### config.mk
export PLATFORM = sky130hd
export DESIGN_NAME = ip_tx_arbiter
export DESIGN_NICKNAME = d
export VERILOG_FILES = /design/src/rtl/ip_tx_arbiter.sv
export SDC_FILE = /design/constraint.sdc
export NUM_CORES = 1
export LEC_CHECK = 0
export BUFFER_PORTS_ARGS = -buffer_cell sky130_fd_sc_hd__buf_2
export CAP_MARGIN = 30
export CORE_AREA = 2 2 166 168
export CTS_BUF_LIST = sky130_fd_sc_hd__clkbuf_8
export DETAILED_ROUTE_END_ITERATION = 8
export DIE_AREA = 0 0 168 170
export GPL_TIMING_DRIVEN = 0
export MAX_ROUTING_LAYER = met4
export SLEW_MARGIN = 25
export SYNTH_ARGS = -nofsm -noshare
export SYNTH_HDL_FRONTEND = slang
export SYNTH_SLANG_ARGS = --single-unit
### constraint.sdc
create_clock -name i_clk -period 2.7 [get_ports i_clk]
set_input_delay 0.405 -clock i_clk [delete_from_list [all_inputs] [get_ports i_clk]]
set_output_delay 0.405 -clock i_clk [all_outputs]
set_load 0.05 [all_outputs]
### src/rtl/ip_tx_arbiter.sv
// ip_tx_arbiter
// Packet-level arbiter that shares the single IP-layer TX AXI-Stream port
// between source 0 (ICMP echo-reply generator) and source 1 (UDP TX).
// A source is granted for a whole packet. The grant is released only after
// that source's last beat has been accepted. The IP TX port is driven by a
// one-stage registered slice that supports full backpressure.
//
// Parameters
//   DATA_W  : tdata width
//   USER_W  : tuser width ({len, flag, type, offset, ID})
//   KEEP_W  : tkeep width (DATA_W/8)
//   PRIO_EN : 0 = round-robin between packets, 1 = source 0 always wins
//
// Ports
//   i_clk, i_rst        : clock, asynchronous active-low reset
//   s0_axis_*           : source 0 (ICMP) stream in, s0_axis_ready out
//   s1_axis_*           : source 1 (UDP) stream in, s1_axis_ready out
//   m_axis_ip_*         : stream to IP TX, m_axis_ip_ready in
//   o_grant             : one-hot current grant {GNT1, GNT0}, 00 when idle
//   o_pkt_cnt0/1        : wrapping count of packets forwarded per source
module ip_tx_arbiter #(
    parameter int DATA_W  = 64,
    parameter int USER_W  = 56,
    parameter int KEEP_W  = 8,
    parameter int PRIO_EN = 0
) (
    input  logic              i_clk,
    input  logic              i_rst,

    input  logic [DATA_W-1:0] s0_axis_data,
    input  logic [USER_W-1:0] s0_axis_user,
    input  logic [KEEP_W-1:0] s0_axis_keep,
    input  logic              s0_axis_last,
    input  logic              s0_axis_valid,
    output logic              s0_axis_ready,

    input  logic [DATA_W-1:0] s1_axis_data,
    input  logic [USER_W-1:0] s1_axis_user,
    input  logic [KEEP_W-1:0] s1_axis_keep,
    input  logic              s1_axis_last,
    input  logic              s1_axis_valid,
    output logic              s1_axis_ready,

    output logic [DATA_W-1:0] m_axis_ip_data,
    output logic [USER_W-1:0] m_axis_ip_user,
    output logic [KEEP_W-1:0] m_axis_ip_keep,
    output logic              m_axis_ip_last,
    output logic              m_axis_ip_valid,
    input  logic              m_axis_ip_ready,

    output logic [1:0]        o_grant,
    output logic [15:0]       o_pkt_cnt0,
    output logic [15:0]       o_pkt_cnt1
);

    typedef enum logic [1:0] {
        IDLE = 2'd0,
        GNT0 = 2'd1,
        GNT1 = 2'd2
    } state_t;

    state_t            state_q;
    logic              rr_q;      // source preferred at the next tie: 0 or 1
    logic [DATA_W-1:0] data_q;
    logic [USER_W-1:0] user_q;
    logic [KEEP_W-1:0] keep_q;
    logic              last_q;
    logic              valid_q;
    logic [15:0]       cnt0_q;
    logic [15:0]       cnt1_q;

    logic out_free;
    logic acc0;
    logic acc1;

    // The slice can take a new beat when it is empty or its beat leaves now.
    assign out_free      = !valid_q || m_axis_ip_ready;
    assign s0_axis_ready = (state_q == GNT0) && out_free;
    assign s1_axis_ready = (state_q == GNT1) && out_free;
    assign acc0          = s0_axis_valid && s0_axis_ready;
    assign acc1          = s1_axis_valid && s1_axis_ready;

    always_ff @(posedge i_clk or negedge i_rst) begin
        if (!i_rst) begin
            state_q <= IDLE;
            rr_q    <= 1'b0;
            data_q  <= '0;
            user_q  <= '0;
            keep_q  <= '0;
            last_q  <= 1'b0;
            valid_q <= 1'b0;
            cnt0_q  <= 16'd0;
            cnt1_q  <= 16'd0;
        end else begin
            // Output slice: at most one source can be accepting at a time.
            if (acc0) begin
                data_q  <= s0_axis_data;
                user_q  <= s0_axis_user;
                keep_q  <= s0_axis_keep;
                last_q  <= s0_axis_last;
                valid_q <= 1'b1;
            end else if (acc1) begin
                data_q  <= s1_axis_data;
                user_q  <= s1_axis_user;
                keep_q  <= s1_axis_keep;
                last_q  <= s1_axis_last;
                valid_q <= 1'b1;
            end else if (m_axis_ip_ready) begin
                valid_q <= 1'b0;
            end

            case (state_q)
                IDLE: begin
                    if (s0_axis_valid && s1_axis_valid) begin
                        state_q <= ((PRIO_EN != 0) || !rr_q) ? GNT0 : GNT1;
                    end else if (s0_axis_valid) begin
                        state_q <= GNT0;
                    end else if (s1_axis_valid) begin
                        state_q <= GNT1;
                    end
                end
                GNT0: begin
                    // Grant is held, even across source stalls, until last.
                    if (acc0 && s0_axis_last) begin
                        state_q <= IDLE;
                        rr_q    <= 1'b1;
                        cnt0_q  <= cnt0_q + 16'd1;
                    end
                end
                GNT1: begin
                    if (acc1 && s1_axis_last) begin
                        state_q <= IDLE;
                        rr_q    <= 1'b0;
                        cnt1_q  <= cnt1_q + 16'd1;
                    end
                end
                default: state_q <= IDLE;
            endcase
        end
    end

    assign m_axis_ip_data  = data_q;
    assign m_axis_ip_user  = user_q;
    assign m_axis_ip_keep  = keep_q;
    assign m_axis_ip_last  = last_q;
    assign m_axis_ip_valid = valid_q;
    assign o_grant         = {state_q == GNT1, state_q == GNT0};
    assign o_pkt_cnt0      = cnt0_q;
    assign o_pkt_cnt1      = cnt1_q;

endmodule
Word level (Yosys, flattened, before mapping)
Index checks and enable logic that the tools add are counted.
{"block": "classes", "n_addsub": 2, "reduce_logical": 17, "mux": 21, "eq_ne": 5}
{"cell": "64-bit two-way mux", "n": 2}
{"cell": "56-bit two-way mux", "n": 2}
{"cell": "16-bit by 1-bit adder with 16-bit output, second input constant", "n": 2}
{"cell": "8-bit two-way mux", "n": 2}
{"cell": "2-bit two-way mux", "n": 6}
{"cell": "1-bit logical AND", "n": 7}
{"cell": "1-bit two-way mux", "n": 7}
{"cell": "2-bit one-hot mux with 3 select lines", "n": 1}
{"cell": "3-bit AND reduction", "n": 2}
{"cell": "2-bit by 1-bit != test with 1-bit output, second input constant", "n": 2}
{"cell": "4-bit != test, second input constant", "n": 1}
{"cell": "2-bit AND reduction", "n": 2}
{"cell": "2-bit nonzero test", "n": 2}
{"cell": "3-bit nonzero test", "n": 1}
{"cell": "2-bit by 1-bit equality test with 1-bit output, second input constant", "n": 1}
{"cell": "2-bit equality test, second input constant", "n": 1}
{"cell": "2-bit zero test", "n": 1}
{"cell": "1-bit one-hot mux with 2 select lines", "n": 1}
{"cell": "1-bit zero test", "n": 1}
{"cell": "1-bit logical OR", "n": 1}
{"block": "totals", "ff_bits": 165, "word_cells": 54, "out_inout_bits": 166, "input_bits": 263}

Depth between registers and ports, before layout
Gate-level depths: netlist of the first run.
{"block": "logic_depth", "depth_word": 7, "mapped_depth": 7, "ltp_nobuf": 5}

Worst setup path before layout of the first run
Ideal clock, no wire load.
{"block": "synth_path", "kind": "register to register", "start": "register valid_q, in the netlist m_axis_ip_valid", "end": "register cnt1_q[2], in the netlist o_pkt_cnt1[2]", "arrival_ns": 1.869, "stages_incl_launch_ff": 5, "slack_ns": 0.689, "required_ns": 2.558, "period_less_slack_ns": 2.011, "path_buffers": 0, "setup_time_ns": 0.142, "cell_sequence": "dfrtp_1 nor2b_1 nor2_1 nand3_1 xnor2_1"}
{"block": "synth_between", "elab_chain_len": 6}
{"item": "start, declared", "line_no": "68", "text": "logic valid_q;"}
{"item": "start signal, assigned", "line_no": "91", "text": "valid_q <= 1'b0;"}
{"item": "start signal, assigned", "line_no": "101", "text": "valid_q <= 1'b1;"}
{"item": "start signal, assigned", "line_no": "107", "text": "valid_q <= 1'b1;"}
{"item": "1-bit zero test", "line_no": "77", "text": "assign out_free = !valid_q || m_axis_ip_ready;"}
{"item": "1-bit logical OR", "line_no": "77"}
{"item": "1-bit logical AND", "line_no": "79", "text": "assign s1_axis_ready = (state_q == GNT1) && out_free;"}
{"item": "named net s1_axis_ready", "line_no": "42", "text": "output logic s1_axis_ready,"}
{"item": "1-bit logical AND", "line_no": "81", "text": "assign acc1 = s1_axis_valid && s1_axis_ready;"}
{"item": "1-bit logical AND", "line_no": "131", "text": "if (acc1 && s1_axis_last) begin"}
{"item": "2-bit AND reduction (no line)"}
{"item": "end signal, assigned", "line_no": "134", "text": "cnt1_q <= cnt1_q + 16'd1;"}
{"item": "end, declared", "line_no": "70", "text": "logic [15:0] cnt1_q;"}
The timed path passes the listed nets, and every way through them passes these cells.
A chain may end at the register's enable or synchronous reset.

Worst setup path after layout of the first run
{"block": "layout_path", "start": "register state_q[0]", "end": "register user_q[16], in the netlist m_axis_ip_user[16]"}
{"block": "layout_between", "elab_chain_len": 4, "word_cells_on_any_way": 8, "classes_between": "eq/ne: 2; mux: 1; reduce/logical: 5"}
{"item": "start, declared", "line_no": "62", "text": "state_t state_q;"}
{"item": "start signal, assigned", "line_no": "115", "text": "state_q <= ((PRIO_EN != 0) || !rr_q) ? GNT0 : GNT1;"}
{"item": "2-bit by 1-bit equality test with 1-bit output or 2-bit equality test (tied branches)", "line_no": "78, 79"}
{"item": "1-bit logical AND (on tied branches)", "line_no": "78, 79"}
{"item": "1-bit logical AND (on tied branches)", "line_no": "80, 81"}
{"item": "56-bit two-way mux or 2-bit nonzero test (tied branches)"}
{"item": "end signal, assigned", "line_no": "98", "text": "user_q <= s0_axis_user;"}
{"item": "end signal, assigned", "line_no": "104", "text": "user_q <= s1_axis_user;"}
{"item": "end, declared", "line_no": "65", "text": "logic [USER_W-1:0] user_q;"}
Parallel ways exist; a longest one is shown, timed or not.

==> results of run 1 <==
## layout by cell type, fill, tap and decap left out, drive strengths merged, types with 3 or more instances in the layout
cell,n
nor2,136
and3,3
clkbuf,46
dfrtp,165
nor4,5
a21oi,130
mux2i,128
clkinv,5
nand2b,4
nand4,10
nand2,17
nand3,21
xnor2,25
buf,445
nor3,7
inv,12
xor2,5
## cell type report
cell class	count	area, µm²
tap	341	427
antenna	1	2.50
multi-input combinational	501	3190
buffer	43	249
inverter	6	22.5
clock buffer	19	262
fill	2730	16000
clock inverter	13	165
timing repair buffer	430	2190
sequential	165	4130
## registers in the layout, summed over array words and instances, names as in the netlist, 2 cells and up
signal,count
m_axis_ip_user,56
o_pkt_cnt0,16
m_axis_ip_data,64
state_q,2
o_pkt_cnt1,16
m_axis_ip_keep,8
## metal layers
layer	up-vias	GRT usage	wire (µm)
li1	3366	-	-
met1	3318	0.234	11400
met2	283	0.308	13000
met3	36	0.0321	1330
met4	0	0.0578	571
met5	-	-	0
## power groups by stage
stage	logic [mW]	clock network (mW)	registers [mW]
after floorplan	2.19	0	7.77
after global placement	7.86	0	4.18
after detailed placement	7.94	0	4.20
after CTS	7.94	2.01	4.17
after global routing	8.31	2.12	4.31
final	7.85	1.94	4.16
## worst min-delay path, delay by kind of cell
kind            cells  cell delay [ns]
buf+inv             1             0.07
compound gates      1             0.10
simple gates        1             0.03
## per-stage QoR
step / hold WS (ns) / total power, mW / std cells / setup WS (ns)
4_1_cts: 0.150 / 14.1 / 1518 / 0.336
2_1_floorplan: 0.109 / 9.97 / 715 / 0.689
3_5_place_dp: 0.437 / 12.1 / 1485 / 0.174
5_1_grt: 0.162 / 14.7 / 1519 / 0.214
3_3_place_gp: 0.459 / 12.0 / 1484 / -1.55
6_report: 0.183 / 14.0 / 1519 / 0.434
## worst min-delay path by stage
stage                                     to  slack (ns)
final                     m_axis_ip_user[51]        0.18
after global routing      m_axis_ip_data[42]        0.16
after CTS                 m_axis_ip_user[51]        0.15
after detailed placement   m_axis_ip_data[8]        0.44
after global placement        o_pkt_cnt0[15]        0.46
after floorplan            m_axis_ip_data[0]        0.11
## what timing repair did
item                      CTS  global route
hold endpoints to repair   80             0
hold buffers                1             0
gates resized for setup     0             0
## kinds of logic (layout without fill, tap and decap cells)
kind of cell / count (synthesis) / count (layout) / synth area share
buffers and inverters: 49 / 511 / 0.0358
muxes: 129 / 129 / 0.170
and+or+nand+nor: 208 / 208 / 0.125
xor gates and xnor gates: 30 / 30 / 0.0346
DFF: 165 / 165 / 0.544
adders and majority gates: 2 / 2 / 0.00330
other: 0 / 1 / 0
AOI/OAI and AO/OA: 132 / 132 / 0.0875
==> metrics.md, run 1 <==
| Metric | Value |
|---|---|
| Core Area | between 0.02 and 0.03 mm² |
| Vias/cell | about 4.6 |
| CTS buffer count | 17 |
| CP most frequent cell | clkbuf_1 |
| Slew HR | 0.485 |
| Async SR Flop Fraction | 1.00 |
| HP Start | s0_axis_user[51] |
| Most common cell in the netlist | dfrtp_1 |
| Final WL | roughly 26 mm |
| CTS root buffer | clkbuf_8 |
| Area contributors post-synth | dfrtp_1, mux2i_1, a21oi_1 |
| Max Root-Sink Buffers | 2 |
| Die Wd | roughly 170 µm |
| CP Launch Type | flop |
| Synth cell types | 30 |
| Post-layout nets | 1429 |
| TritonCTS clock tree | built |
| Minimum clock period | ~2.3 ns |
| Crit path max-delay family | buffers and inverters |
| Maximum number of pins on one net before global-route repair | 86 |
| DP Wirelength | 20.3 mm |
| Overall Global Routing Usage | 0.186 |
| Top cell type's share of synthesized area | 0.544 |
| Worst-case reg-to-reg path depth | 6 |
| Register-to-Register Setup Slack | between 0.4 and 0.5 ns |
| Flop pwr share | 0.298 |
| First-pass GRT wire length | between 30 and 40 mm |
| Crit path DAT | about 2.6 ns |
| Antenna violations before repair | 1 |
| Layout Area Growth over Synthesis | 40.1% |
| IO Pins | ~430 |
| Skew-Pair Late Insertion Delay | approximately 0.46 ns |
| Element type at the critical path end | flop |
| Top cell types by occurrence after synthesis | dfrtp_1, nor2_1, a21oi_1, mux2i_1, clkbuf_1 |
| Routability cong. | 0.823 |
| Cells after synthesis | approximately 700 |
| Final core occ | 0.399 |
| Max Cap Viol | 0 |
| Total grt overflow | 0 |
| CP Class | flop to flop |
| Internal | approximately 6.5 mW |
| Clock sinks | 165 |
| Switching power | around 7.5 mW |
| DRC violations left | 0 |
| TritonRoute pass-1 iters | 4 |
| Port Buffer Count | 428 |
| Dpl cell area | approximately 0.010 mm² |
| Syn avg cell area | 10.6 µm² |
| Max Slew Vio Count | 0 |
| Routed Antenna Nets | 0 |
| Hold path depth | 3 |
| Share of post-route cells with drive strength above 1 | 0.412 |
| Syn_nets | 980 |
| Crit-path slowest cell | clkbuf_1 |
| Worst-path fanout max | 10 |
| Setup TNS | 0 ns |
| Area leader, netlist | dfrtp_1 |
| Die Area | 0.0286 mm² |
| Logic pwr share | 0.563 |
| DR vias | between 7000 and 8000 |
| Clk_skew | between 0.02 and 0.03 ns |
| RSZ-0062 raised after global routing | false |
| Req. time, crit path | around 3.0 ns |
| Crit path cell chain | nand2b_4 > inv_1 > nand3_2 > clkbuf_1 > clkbuf_1 > a21oi_1 |
| Final setup fails | 0 |
| H-Tree Depth | 4 |
| Hold Violations, Final | 0 |
| #FFs+latches synth | about 170 |
| Hold crit path type | input port to flop |
| Vias in the first global route | between 6000 and 7000 |
| Leak | slightly below 6 nW |
| Chip height | around 170 µm |
| Synth Flop Type | dfrtp_1 |
| Fmax | 441 MHz |
| Reg-to-Reg End | m_axis_ip_user[16] |
| Count of flip-flops with a built-in enable after synthesis | 0 |
| Mapped cell area | around 0.0076 mm² |
| CTS clock-pin slew for the worst setup and hold paths | approximately 0.11 ns |
| Yosys synthesis warning count | 0 |
| Post-route cell area | between 0.01 and 0.015 mm² |
| WL per Instance | roughly 17 µm |
| Status | finished clean |
| Initial DRC count | about 360 |
| Peak VDD IR | 0.000724 V |
| Post-synthesis sequential area ratio | 0.544 |
| Critical Path Sink | m_axis_ip_user[16] |
| Stages on the worst setup path | 6 |
| Sw Share | 0.535 |
| CP startpoint | state_q[0] |
| Critical Path Max Stage Delay | approximately 0.62 ns |
| Worst reg2reg path startpoint | state_q[0] |
| Initial Util | 0.285 |
| Clock share of power | 0.139 |
| Setup bufs post-CTS | 0 |
| Cell Rows | 60 |
| CP Buf/Inv Count | 3 |
| Actual slew at the worst max-slew pin | between 0.7 and 0.8 ns |
| PwrDens | around 1300 mW/mm² |
| Crit share post-route | 0.839 |
Power figures use the tool's default switching activity.
==> inputs of run 2 (changes only) <==
==> constraint.sdc (replaced) <==
create_clock -name i_clk -period 2.2 [get_ports i_clk]
set_input_delay 0.33 -clock i_clk [delete_from_list [all_inputs] [get_ports i_clk]]
set_output_delay 0.33 -clock i_clk [all_outputs]
set_load 0.05 [all_outputs]
==> run 2 against run 1 <==
Die area is the same. Count of clock-buffer cells in the layout is the same. Sequential cell count unchanged. Non-clock buffer count did not move. Combinational power grew 23%. Sequential power up 23%. Core utilization about the same.
==> metrics.md, run 2 (synthesis gave the netlist of run 1 again) <==
| Metric | Value |
|---|---|
| First-pass GRT wire length | roughly 40 mm |
| Cell Rows | 60 |
| Initial Util | 0.285 |
| TritonCTS clock tree | built |
| CP Class | flop to flop |
| CTS root buffer | clkbuf_8 |
| CTS clock-pin slew for the worst setup and hold paths | ~0.11 ns |
| Port Buffer Count | about 430 |
| Post-layout nets | ~1400 |
| Internal | 7.97 mW |
| Total grt overflow | 0 |
| Final setup fails | 0 |
| Clock share of power | 0.139 |
| Logic pwr share | 0.563 |
| Crit-path slowest cell | clkbuf_1 |
| Die Area | about 0.029 mm² |
| Actual slew at the worst max-slew pin | approximately 0.77 ns |
| WL per Instance | approximately 17 µm |
| DRC violations left | 0 |
| Status | finished clean |
| Crit share post-route | 0.928 |
| CP Launch Type | flop |
| Fmax | 490 MHz |
| Layout Area Growth over Synthesis | 40.2% |
| Max Cap Viol | 0 |
| Routed Antenna Nets | 0 |
| Overall Global Routing Usage | 0.186 |
| Dpl cell area | 0.0102 mm² |
| Initial DRC count | roughly 360 |
| Final core occ | 0.399 |
| RSZ-0062 raised after global routing | false |
| Clk_skew | roughly 0.026 ns |
| Switching power | between 9 and 10 mW |
| Register-to-Register Setup Slack | approximately 0.16 ns |
| Final WL | about 26 mm |
| Antenna violations before repair | 1 |
| Worst-path fanout max | 10 |
| Hold Violations, Final | 0 |
| PwrDens | approximately 1600 mW/mm² |
| Crit path cell chain | nand2b_4 > inv_1 > nand3_2 > clkbuf_1 > clkbuf_1 > a21oi_1 |
| Commonest non-fill, non-tap cell in the layout | buf_2 |
| Element type at the critical path end | flop |
| Most frequent cells in the layout | buf_2, dfrtp_1, nor2_1, a21oi_1, mux2i_1 |
| H-Tree Depth | 4 |
| Vias/cell | between 4 and 5 |
| Post-route cell area | 0.0106 mm² |
| Max reg flops | between 60 and 70 |
| Hold crit path type | input port to flop |
| Die Wd | around 170 µm |
| Sw Share | 0.534 |
| CP most frequent cell | clkbuf_1 |
| Chip height | around 170 µm |
| Req. time, crit path | roughly 2.5 ns |
| TritonRoute pass-1 iters | 4 |
| Design Power | roughly 17 mW |
| Vias in the first global route | roughly 7000 |
| Leak | roughly 5.9 nW |
| Minimum clock period | a little over 2 ns |
| Fill count | 2732 |
| CTS buffer count | 17 |
| Skew-Pair Late Insertion Delay | 0.46 ns |
| Peak VDD IR | 0.000889 V |
| Register area | roughly 0.0041 mm² |
| DR vias | 6991 |
| Multi-input combinational cell area | 0.00319 mm² |
| Maximum number of pins on one net before global-route repair | 86 |
| Flop pwr share | 0.298 |
| Max Root-Sink Buffers | 2 |
| Clock sinks | ~170 |
| Share of post-route cells with drive strength above 1 | 0.416 |
| DP Wirelength | about 20 mm |
| Core Area | 0.0267 mm² |
| Max Slew Vio Count | 0 |
| Routability cong. | between 0.8 and 0.9 |
| IO Pins | roughly 430 |
| Crit path DAT | between 2 and 2.5 ns |
| Setup bufs post-CTS | 0 |
| Slew HR | 0.482 |
| Critical Path Max Stage Delay | about 0.48 ns |
==> run 2: cell types whose count changed in the layout (fill, tap and decap cells not counted) <==
cell / before / now
clkbuf_2: 0 / 5
clkbuf_1: 27 / 22
==> run 2: repair_timing <==
item / CTS / global route
hold buffers: 1 / 0
endpoints found under the hold margin: 80 / 0
setup endpoints to repair: 43 / 14
gates resized for setup: 2 / 6
==> run 2: power by group through the flow <==
stage / clock, mW / sequential (mW) / combinational [mW]
after global routing: 2.60 / 5.29 / 10.2
final: 2.38 / 5.11 / 9.63
after floorplan: 0 / 9.54 / 2.69
after detailed placement: 0 / 5.16 / 9.75
after global placement: 0 / 5.13 / 9.65
after CTS: 2.46 / 5.11 / 9.74
==> run 2: metrics by stage <==
step	hold slack, ns	setup TNS [ns]	instances	worst slack [ns]
after floorplan	0.0344	0	715	0.189
after global placement	0.459	-331.34	1484	-1.98
after detailed placement	0.362	-9.74	1485	-0.251
after CTS	0.0746	0	1518	0.0163
after global routing	0.0867	0	1519	0.00612
final	0.107	0	1519	0.158
==> run 2: layout make-up <==
type | instances | share of cell area
flip-flops and latches | 165 | 0.388
multi-input cells | 501 | 0.300
repair buffers | 430 | 0.206
well taps | 341 | 0.0401
clock buffers | 19 | 0.0246
plain buffers | 43 | 0.0240
clock inverters | 13 | 0.0155
inverters | 6 | 0.00212
diodes | 1 | 0.000235
==> run 2: path summary, 6_finish.rpt <==
kind | from | end | cells past startpoint
min in group asynchronous | i_rst | m_axis_ip_data[9] | 2
hold / removal | s0_axis_user[51] | m_axis_ip_user[51] | 3
setup reg to reg | state_q[1] | m_axis_ip_data[4] | 6
setup / recovery | state_q[1] | m_axis_ip_data[4] | 6
max in group asynchronous | i_rst | m_axis_ip_data[59] | 3
hold reg to reg | o_pkt_cnt0[15] | o_pkt_cnt0[15] | 1
==> run 2: metal layers <==
metal  routed length (µm)  vias to the layer above  GRT usage  share of wire
met4                  577                        0     0.0578          0.022
met5                    0                        -          -              0
met3                 1350                       36     0.0321          0.051
met1                11400                     3290      0.234           0.43
met2                12900                      298      0.308           0.49
li1                     -                     3367          -              -
==> run 2: worst max-delay path, delay by kind of cell, from the launching register on <==
family                 cells  cell delay, ns
AND/OR/NAND/NOR            2            0.37
flip-flops                 1            0.40
AO/OA/AOI/OAI              1            0.14
buffers and inverters      3            1.01
==> inputs of run 3 (changes only) <==
==> config.mk (replaced) <==
export PLATFORM = sky130hd
export DESIGN_NAME = ip_tx_arbiter
export DESIGN_NICKNAME = d
export VERILOG_FILES = /design/src/rtl/ip_tx_arbiter.sv
export SDC_FILE = /design/constraint.sdc
export NUM_CORES = 1
export LEC_CHECK = 0
export CAP_MARGIN = 30
export CORE_AREA = 2 2 169 171
export CTS_BUF_LIST = sky130_fd_sc_hd__clkbuf_8
export DETAILED_ROUTE_END_ITERATION = 8
export DIE_AREA = 0 0 171 173
export DONT_BUFFER_PORTS = 1
export GPL_TIMING_DRIVEN = 0
export MAX_ROUTING_LAYER = met4
export SYNTH_ARGS = -nofsm -noshare
export SYNTH_HDL_FRONTEND = slang
export SYNTH_SLANG_ARGS = --single-unit
==> run 3 against run 2 <==
The run now ends with negative hold slack left. Core utilization fell by 5.5 points. Routed wire length fell by 3.0%. Highest routed layer unchanged. Cell count fell by 20%. Clock skew fell by 0.012 ns. Largest cell class unchanged. Worst hold slack got worse by 0.56 ns. Non-clock buffer count fell by 338. Via count fell by 14%.
==> metrics.md, run 3 (synthesis gave the netlist of run 1 again) <==
| Metric | Value |
|---|---|
| CTS clock-pin slew for the worst setup and hold paths | roughly 0.1 ns |
| Peak VDD IR | 0.000722 V |
| Share of post-route cells with drive strength above 1 | 0.106 |
| Cell Rows | 61 |
| Design Power | between 15 and 20 mW |
| Post-layout nets | 1091 |
| Fin Hold WS | -0.454 ns |
| H-Tree Depth | 4 |
| Vias/cell | between 4 and 5 |
| Crit path DAT | roughly 2.4 ns |
| Max Root-Sink Buffers | 2 |
| DR vias | around 6000 |
| Status | complete, but fails checks |
| Max Cap Viol | 0 |
| Port Buffer Count | 0 |
| Final setup fails | 0 |
| CP startpoint | state_q[0] |
| Minimum clock period | ~2.1 ns |
| Leak | 4.64 nW |
| PwrDens | around 1700 mW/mm² |
| Max reg flops | 64 |
| Worst reg2reg path startpoint | state_q[0] |
| Antenna violations before repair | 3 |
| Final WL | between 20 and 30 mm |
| Initial Util | 0.275 |
| Hold Violations, Final | ~170 |
| Hold_buf cts | slightly above 90 |
| Initial DRC count | between 300 and 400 |
| Worst-path fanout max | 10 |
| Die Area | just under 0.03 mm² |
| Slew HR | 0.425 |
| Element type at the critical path end | flop |
| Layout Area Growth over Synthesis | 25.3% |
| TritonCTS clock tree | built |
| Clk_skew | about 0.013 ns |
| Post-route insts no fill | ~1200 |
| Hold crit path type | input port to asynchronous set/reset pin |
| CTS root buffer | clkbuf_8 |
| Commonest non-fill, non-tap cell in the layout | dfrtp_1 |
| DP Wirelength | 18.4 mm |
| IO Pins | roughly 430 |
| Routability cong. | around 0.93 |
| Failing checks | negative hold slack |
| CP Class | flop to flop |
| CTS buffer count | 17 |
| CP Launch Type | flop |
| Req. time, crit path | ~2.5 ns |
| DP Cell Count | 1093 |
| Skew-Pair Late Insertion Delay | about 0.47 ns |
| Vias in the first global route | roughly 6400 |
| Pre-CTS setup slack | -0.509 ns |
| Chip height | 173 µm |
| Most frequent cells in the layout | dfrtp_1, nor2_1, a21oi_1, mux2i_1, dlygate4sd3_1 |
| Overall Global Routing Usage | 0.172 |
| TritonRoute pass-1 iters | 5 |
| Die Wd | 171 µm |
| RSZ-0062 raised after global routing | true |
| DRC violations left | 0 |
| Maximum number of pins on one net before global-route repair | 166 |
| Post-route setup slack | about 0.11 ns |
| Core Area | about 0.028 mm² |
| Routed Antenna Nets | 0 |
| Setup bufs post-CTS | 0 |
| WL per Instance | roughly 21 µm |
| Actual slew at the worst max-slew pin | 0.856 ns |
| Total grt overflow | 0 |
| Register-to-Register Setup Slack | between 0.1 and 0.15 ns |
| Clock sinks | roughly 170 |
| Max Slew Vio Count | 0 |
| Fmax | about 480 MHz |
| First-pass GRT wire length | approximately 37 mm |
| Crit share post-route | 0.949 |
run 3: worst max-delay path, cell delays in order, from the launching register on:
cell and delay, ns:
dfrtp_2 0.42, nand2b_2 0.22, clkinvlp_4 0.33, nand3_4 0.24, buf_12 0.19, buf_8 0.20
mux2i_1 0.24, a21oi_1 0.09
run 3: power by group:
group	internal [mW]	total, mW	switching, mW	leakage [nW]
Combinational	1.64	3.59	1.96	2.53
Clock	1.06	2.24	1.18	0.190
Sequential	4.26	9.99	5.72	1.92
Total	6.97	15.8	8.86	4.64
run 3: cell type report:
cell class | instances | area (µm²)
clock buffer | 19 | 262
buffer | 42 | 304
inverter | 6 | 30.0
fill | 2788 | 18100
tap | 378 | 473
antenna | 4 | 10.0
clock inverter | 11 | 128
multi-input combinational | 501 | 3240
timing repair buffer | 93 | 931
sequential | 165 | 4130
run 3: final timing paths:
kind,to,cells past startpoint
max,m_axis_ip_user[22],7
min,m_axis_ip_data[7],0
min in group i_clk,m_axis_ip_data[31],2
max reg2reg,m_axis_ip_user[22],7
min reg2reg,state_q[1],1
max in group asynchronous,m_axis_ip_data[39],0
run 3: layer usage:
layer	track usage	wire (µm)
met5	-	0
met4	0.0731	944
met3	0.0442	1840
met2	0.294	12900
met1	0.188	9760
run 3: per-stage QoR:
step | utilization | cell area [µm²] | setup TNS (ns)
5_1_grt | 0.344 | 9510 | -0.0148
6_report | 0.344 | 9510 | 0
2_1_floorplan | - | 7590 | 0
4_1_cts | 0.342 | 9460 | 0
3_5_place_dp | 0.292 | 8060 | -38.94
3_3_place_gp | 0.292 | 8060 | -35.15
run 3: repair_timing:
item,CTS,global route
endpoints found under the setup margin,134,111
endpoints found under the hold margin,258,165
pin swaps,1,1
gates resized for setup,35,17
